### config.mk
export PLATFORM = sky130hd
export DESIGN_NAME = aer_spike_encoder
export DESIGN_NICKNAME = d
export VERILOG_FILES = /design/src/rtl/aer_pkg.sv /design/src/rtl/spike_priority_encoder.sv /design/src/rtl/aer_spike_encoder.sv
export SDC_FILE = /design/constraint.sdc
export NUM_CORES = 1
export LEC_CHECK = 0
export ABC_AREA = 1
export CORE_ASPECT_RATIO = 0.75
export CORE_MARGIN = 1.5
export CORE_UTILIZATION = 50
export CTS_CLUSTER_SIZE = 20
export DETAILED_ROUTE_END_ITERATION = 10
export PLACE_DENSITY_LB_ADDON = 0.25
export SLEW_MARGIN = 10
export SYNTH_ARGS = -nofsm -noshare
export SYNTH_HDL_FRONTEND = slang
export SYNTH_HIERARCHICAL = 1
export SYNTH_SLANG_ARGS = --single-unit
### constraint.sdc
create_clock -name clk -period 7 [get_ports clk]
set_clock_uncertainty 0.2 [all_clocks]
set_input_delay 1.75 -clock clk [delete_from_list [all_inputs] [get_ports clk]]
set_output_delay 1.75 -clock clk [all_outputs]
set_load 0.01 [all_outputs]
### src/rtl/aer_pkg.sv
// Shared types and default sizing for the AER spike encoder.
package aer_pkg;

  localparam int N_NEURONS_DEF   = 32;
  localparam int ADDR_WIDTH_DEF  = 5;
  localparam int TIMER_WIDTH_DEF = 5;
  localparam int TOTAL_WIDTH_DEF = 16;

  typedef enum logic [1:0] {
    IDLE = 2'd0,
    SCAN = 2'd1,
    EOS  = 2'd2
  } aer_state_e;

  // True when aw address bits can name every one of n neurons.
  function automatic bit addr_width_ok(input int n, input int aw);
    return $clog2(n) <= aw;
  endfunction

endpackage

### src/rtl/spike_priority_encoder.sv
// Lowest-set-bit finder: index, any-set flag, isolated bit and its clear mask.
module spike_priority_encoder #(
  parameter int N  = 32,
  parameter int AW = 5
) (
  input  logic [N-1:0]  vec,
  output logic [AW-1:0] idx,
  output logic          any,
  output logic [N-1:0]  one_hot,
  output logic [N-1:0]  one_hot_clear
);

  // Scan from the top so the lowest set bit wins the last assignment.
  always_comb begin
    idx = '0;
    for (int i = N - 1; i >= 0; i--) begin
      if (vec[i]) idx = AW'(i);
    end
  end

  assign any           = |vec;
  assign one_hot       = vec & (~vec + N'(1));
  assign one_hot_clear = ~one_hot;

endmodule

### src/rtl/aer_spike_encoder.sv
// Serialises a per-timestep spike vector into AER beats plus an end-of-step marker.
module aer_spike_encoder
  import aer_pkg::*;
#(
  parameter int N_NEURONS   = N_NEURONS_DEF,
  parameter int ADDR_WIDTH  = ADDR_WIDTH_DEF,
  parameter int TIMER_WIDTH = TIMER_WIDTH_DEF,
  parameter int TOTAL_WIDTH = TOTAL_WIDTH_DEF
) (
  input  logic                   clk,
  input  logic                   rst,
  input  logic                   in_valid,
  output logic                   in_ready,
  input  logic [N_NEURONS-1:0]   in_spikes,
  input  logic [TIMER_WIDTH-1:0] in_timestep,
  input  logic                   in_last,
  output logic                   aer_valid,
  input  logic                   aer_ready,
  output logic [ADDR_WIDTH-1:0]  aer_addr,
  output logic [TIMER_WIDTH-1:0] aer_timestep,
  output logic                   aer_eos,
  output logic                   aer_last,
  output logic [ADDR_WIDTH:0]    aer_count,
  output logic [TOTAL_WIDTH-1:0] total_events
);

  localparam int CW = ADDR_WIDTH + 1;

  if (!addr_width_ok(N_NEURONS, ADDR_WIDTH)) begin : g_bad_addr_width
    $error("ADDR_WIDTH too small for N_NEURONS");
  end

  aer_state_e             state_q, state_d;
  logic [N_NEURONS-1:0]   pending_q, pending_d;
  logic [TIMER_WIDTH-1:0] ts_q, ts_d;
  logic                   last_q, last_d;
  logic [CW-1:0]          step_q, step_d;
  logic [TOTAL_WIDTH-1:0] total_q, total_d;

  logic [ADDR_WIDTH-1:0]  low_idx;
  logic                   low_any;
  logic [N_NEURONS-1:0]   low_bit;
  logic [N_NEURONS-1:0]   low_clr;
  logic [N_NEURONS-1:0]   pending_next;

  spike_priority_encoder #(
    .N  (N_NEURONS),
    .AW (ADDR_WIDTH)
  ) u_prio (
    .vec           (pending_q),
    .idx           (low_idx),
    .any           (low_any),
    .one_hot       (low_bit),
    .one_hot_clear (low_clr)
  );

  assign pending_next = pending_q & low_clr;

  // in_ready is masked by rst so nothing is captured on a reset edge.
  assign in_ready     = (state_q == IDLE) && !rst;
  assign aer_valid    = (state_q != IDLE);
  assign aer_eos      = (state_q == EOS);
  assign aer_addr     = (state_q == SCAN) ? low_idx : '0;
  assign aer_timestep = aer_valid ? ts_q : '0;
  assign aer_last     = aer_eos & last_q;
  assign aer_count    = aer_eos ? step_q : '0;
  assign total_events = total_q;

  always_comb begin
    state_d   = state_q;
    pending_d = pending_q;
    ts_d      = ts_q;
    last_d    = last_q;
    step_d    = step_q;
    total_d   = total_q;
    case (state_q)
      IDLE: begin
        if (in_valid && in_ready) begin
          pending_d = in_spikes;
          ts_d      = in_timestep;
          last_d    = in_last;
          step_d    = '0;
          state_d   = (|in_spikes) ? SCAN : EOS;
        end
      end
      SCAN: begin
        if (aer_ready && low_any) begin
          pending_d = pending_next;
          step_d    = step_q + CW'(1);
          if (total_q != {TOTAL_WIDTH{1'b1}}) total_d = total_q + TOTAL_WIDTH'(1);
          if (!(|pending_next)) state_d = EOS;
        end
      end
      EOS: begin
        if (aer_ready) begin
          state_d = IDLE;
          if (last_q) total_d = '0;
        end
      end
      default: state_d = IDLE;
    endcase
  end

  always_ff @(posedge clk) begin
    if (rst) begin
      state_q   <= IDLE;
      pending_q <= '0;
      ts_q      <= '0;
      last_q    <= 1'b0;
      step_q    <= '0;
      total_q   <= '0;
    end else begin
      state_q   <= state_d;
      pending_q <= pending_d;
      ts_q      <= ts_d;
      last_q    <= last_d;
      step_q    <= step_d;
      total_q   <= total_d;
    end
  end

endmodule

=== Word level (Yosys, flattened, before mapping) ===
Cells that the tools add are included.

* Register bits after elaboration: 62
* Output and inout bits: 36

* Add/sub/neg operators: 3
* Equal/unequal tests: 9
* Multiplexer cells: 52
* Bitwise operators: 5
* Reductions and logical operators: 15

{| class="wikitable"
|+ Operator list
! operator !! number
|-
| $mux W5 || 34
|-
| $reduce_or A32 Y1 || 3
|-
| $and A32 B32 Y32 || 2
|-
| $mux W16 || 4
|-
| $mux W32 || 2
|-
| $not A32 Y32 || 2
|-
| $pmux W32 S2 || 1
|-
| $add A32 B1 Y32 const B || 1
|-
| $pmux W16 S2 || 1
|-
| $mux W6 || 3
|-
| $add A16 B1 Y16 const B || 1
|-
| $ne A16 B16 Y1 const B || 1
|-
| $pmux W6 S2 || 1
|-
| $mux W2 || 5
|-
| $ne A2 B1 Y1 const B || 4
|-
| $add A6 B1 Y6 const B || 1
|-
| $pmux W2 S3 || 1
|-
| $reduce_bool A2 Y1 || 3
|-
| $reduce_and A5 Y1 || 1
|-
| $ne A2 B2 Y1 const B || 2
|-
| $reduce_and A4 Y1 || 1
|-
| $logic_and A1 B1 Y1 || 3
|-
| $reduce_and A3 Y1 || 1
|-
| $eq A2 B1 Y1 const B || 1
|-
| 5 further kinds || 5
|}

=== Logic depth before layout (Yosys ltp) ===
* Depth after elaboration: 33
* Mapped depth: 33
* Depth with buffers taken out: 33

=== By module ===
Netlist, hierarchy kept.

{| class="wikitable"
|+ Modules (own cells, without submodules)
! module !! instances !! cells an instance !! area an instance (sq um) !! sequential area each (sq um)
|-
| aer_spike_encoder || 1 || 577 || 3539.6 || 1241.2
|-
| spike_priority_encoder || 1 || 212 || 903.4 || 0.0
|}

=== Worst setup path after synthesis ===
OpenSTA, ideal clock, no wires.

* Kind: in2out
* Start: input rst
* End: output in_ready
* Arrival time: 2303 ps
* Required time: 5050 ps
* Slack: 2747 ps
* Cell stages on the path: 2
* Buffers on the path: 1
* Path through: clkbuf_1 nor2_1

* Cells in the longest elaborated chain, start to end: 2

{| class="wikitable"
|+ Ends and longest elaborated chain
! item !! RTL line !! source
|-
| from (decl) || aer_spike_encoder.sv:11 || <nowiki>input logic rst,</nowiki>
|-
| $logic_not A1 Y1 || aer_spike_encoder.sv:60 || <nowiki>assign in_ready = (state_q == IDLE) && !rst;</nowiki>
|-
| $logic_and A1 B1 Y1 || aer_spike_encoder.sv:60 ||
|-
| to (decl) || aer_spike_encoder.sv:13 || <nowiki>output logic in_ready,</nowiki>
|}

Every way passes these cells.

=== Worst setup path after layout ===
Ends and elaborated chain as after synthesis.

==> metrics <==
status=completed; Place WS=roughly 1.8 ns; Buffers on Ports=77; Cell Rows=29; via count=roughly 4900; post-route cell area=0.00548 mm2; min cycle time layout=5.26 ns; first-pass GRT wire length=between 15 and 20 mm; layout net count=891; worst-skew pair later-pin latency=0.33 ns; FF-to-FF End=state_q[0]$_SDFFE_PP0P_; worst setup path start=rst; Final Max Tran Viols=0; Clock Root Buffer=clkbuf_16; die area=0.00940 mm2; number of buffers created by CTS=9; Yosys Warn Count=6; starting density of the core=0.519; final antenna-violating net count=0; P_sw=1.15 mW; Post-Syn Instances=781; final hold violation count=0; vias per cell=5.15; layout cells sized above 1=0.0765; die height=84.3 um; Placer Congestion=0.897; Max Root-Sink Buffers=2; required time worst endpoint=5.05 ns; netlist area before placement=0.00441 mm2; worst-path fanout max=19; diode count=0; PD cells=between 400 and 500 mW/mm2; Post-CTS Setup Inserts=0; post-route setup TNS=0 ns; Setup crit end=in_ready; max_cap viols=0; Comb pwr share=0.543; Slew headroom=0.272; pin count of the biggest net entering global routing=74; worst r2r path cells=24; cts hold-fix bufs=0; R2R Setup Slk=3.89 ns; DRT iter0 DRCs=between 300 and 400; Tightest Pin Transition=1.09 ns; Worst setup EP type=primary output; PostCTS Resize Cnt=0; total track usage=0.245; Clock transition at path regs=0.05 ns; DRC Markers=0; total power draw=2.32 mW; # IOs=78; setup violators final=0; GRT overflow=0; worst hold path class=reg -> reg; Synthesized Nets=around 830; H-tree levels=3; area growth from synthesis to layout=24.3%; clock network fraction of design power=0.192; detailed placer's ending HPWL=8.27 mm; CORE AREA=0.00849 mm2; Pre-Repair DR Iteration Count=5; most frequent cells in the layout=nand2_1, nor2_1, inv_1, clkdlybuf4s50_1, o21ai_0; syn avg cell area=5.65 um2; Tcrit/Tclk final=0.752; RR Startpoint=pending_q[0]$_SDFFE_PP0P_; Internal=1.17 mW; die width=111 um; sw frac=0.496; leading cell type in the layout, fill and taps excluded=nand2_1; CTS tree=built; Seq pwr share=0.265; vias in the first global route=4270; routed len/inst=12.0 um; Worst VDD drop=0.265 mV; RSZ-0062 raised after global routing=no; Area after DPL=0.00519 mm2; CP arrival=approximately 3.3 ns; Sinks on Clock Net=62; antenna violations before repair=0; placed cell count=944; Lkg Pwr=2.29 nW; top achievable clock speed=0.190 GHz; drt total wl=11.5 mm; final cell count without fillers=958; WS Path Type=in -> out; final worst slack=1.74 ns; CP Launch Type=input port
[state kept, by name (all words and copies together), names as in the netlist]
signal	count
ts_q	5
step_q	6
state_q	2
pending_q	32
last_q	1
total_events	16
[metrics by stage]
stage | hold WS, ns | util
4_1_cts | 0.279 | 0.645
2_1_floorplan | 0.251 | -
5_1_grt | 0.303 | 0.645
6_report | 0.278 | 0.645
3_3_place_gp | 0.267 | 0.611
3_5_place_dp | 0.267 | 0.611
[metal layers]
layer / share of wire / wire, um / vias to the layer above / GRT usage
li1: - / - / 2558 / -
met1: 0.48 / 5520 / 2216 / 0.332
met2: 0.45 / 5220 / 154 / 0.395
met3: 0.060 / 686 / 10 / 0.0686
met4: 0.0082 / 95 / 0 / 0.0460
met5: 0 / 0 / - / 0
[power groups by stage]
stage                     registers (mW)  clock network [mW]  logic (mW)
after floorplan                    0.585                   0       0.974
after global placement             0.607                   0        1.20
after detailed placement           0.616                   0        1.23
after CTS                          0.610               0.450        1.24
after global routing               0.634               0.469        1.42
final                              0.614               0.444        1.26
[final cells by class]
cell class | instances | area (um2)
well taps | 108 | 135
fillers | 814 | 3010
inverters | 120 | 455
clock inverters | 1 | 30.0
clock buffers | 13 | 260
repair buffers | 79 | 786
flip-flops and latches | 62 | 1240
multi-input cells | 575 | 2570
[critical path, cell delays in order]
cell and delay (ns):
clkdlybuf4s50_1 0.40, buf_4 0.20, nor2_1 0.34, clkdlybuf4s50_1 0.62
[how the worst min path moves through the flow]
| stage | start | endpoint | slack [ns] | cells after the start |
|---|---|---|---|---|
| final | ts_q[1]$_SDFFE_PP0P_ | ts_q[1]$_SDFFE_PP0P_ | 0.28 | 2 |
| after floorplan | ts_q[0]$_SDFFE_PP0P_ | ts_q[0]$_SDFFE_PP0P_ | 0.25 | 2 |
| after CTS | ts_q[1]$_SDFFE_PP0P_ | ts_q[1]$_SDFFE_PP0P_ | 0.28 | 2 |
| after global routing | ts_q[1]$_SDFFE_PP0P_ | ts_q[1]$_SDFFE_PP0P_ | 0.30 | 2 |
| after global placement | ts_q[4]$_SDFFE_PP0P_ | ts_q[4]$_SDFFE_PP0P_ | 0.27 | 2 |
| after detailed placement | ts_q[1]$_SDFFE_PP0P_ | ts_q[1]$_SDFFE_PP0P_ | 0.27 | 2 |
Note: power is estimated with default switching activity, not from simulation.
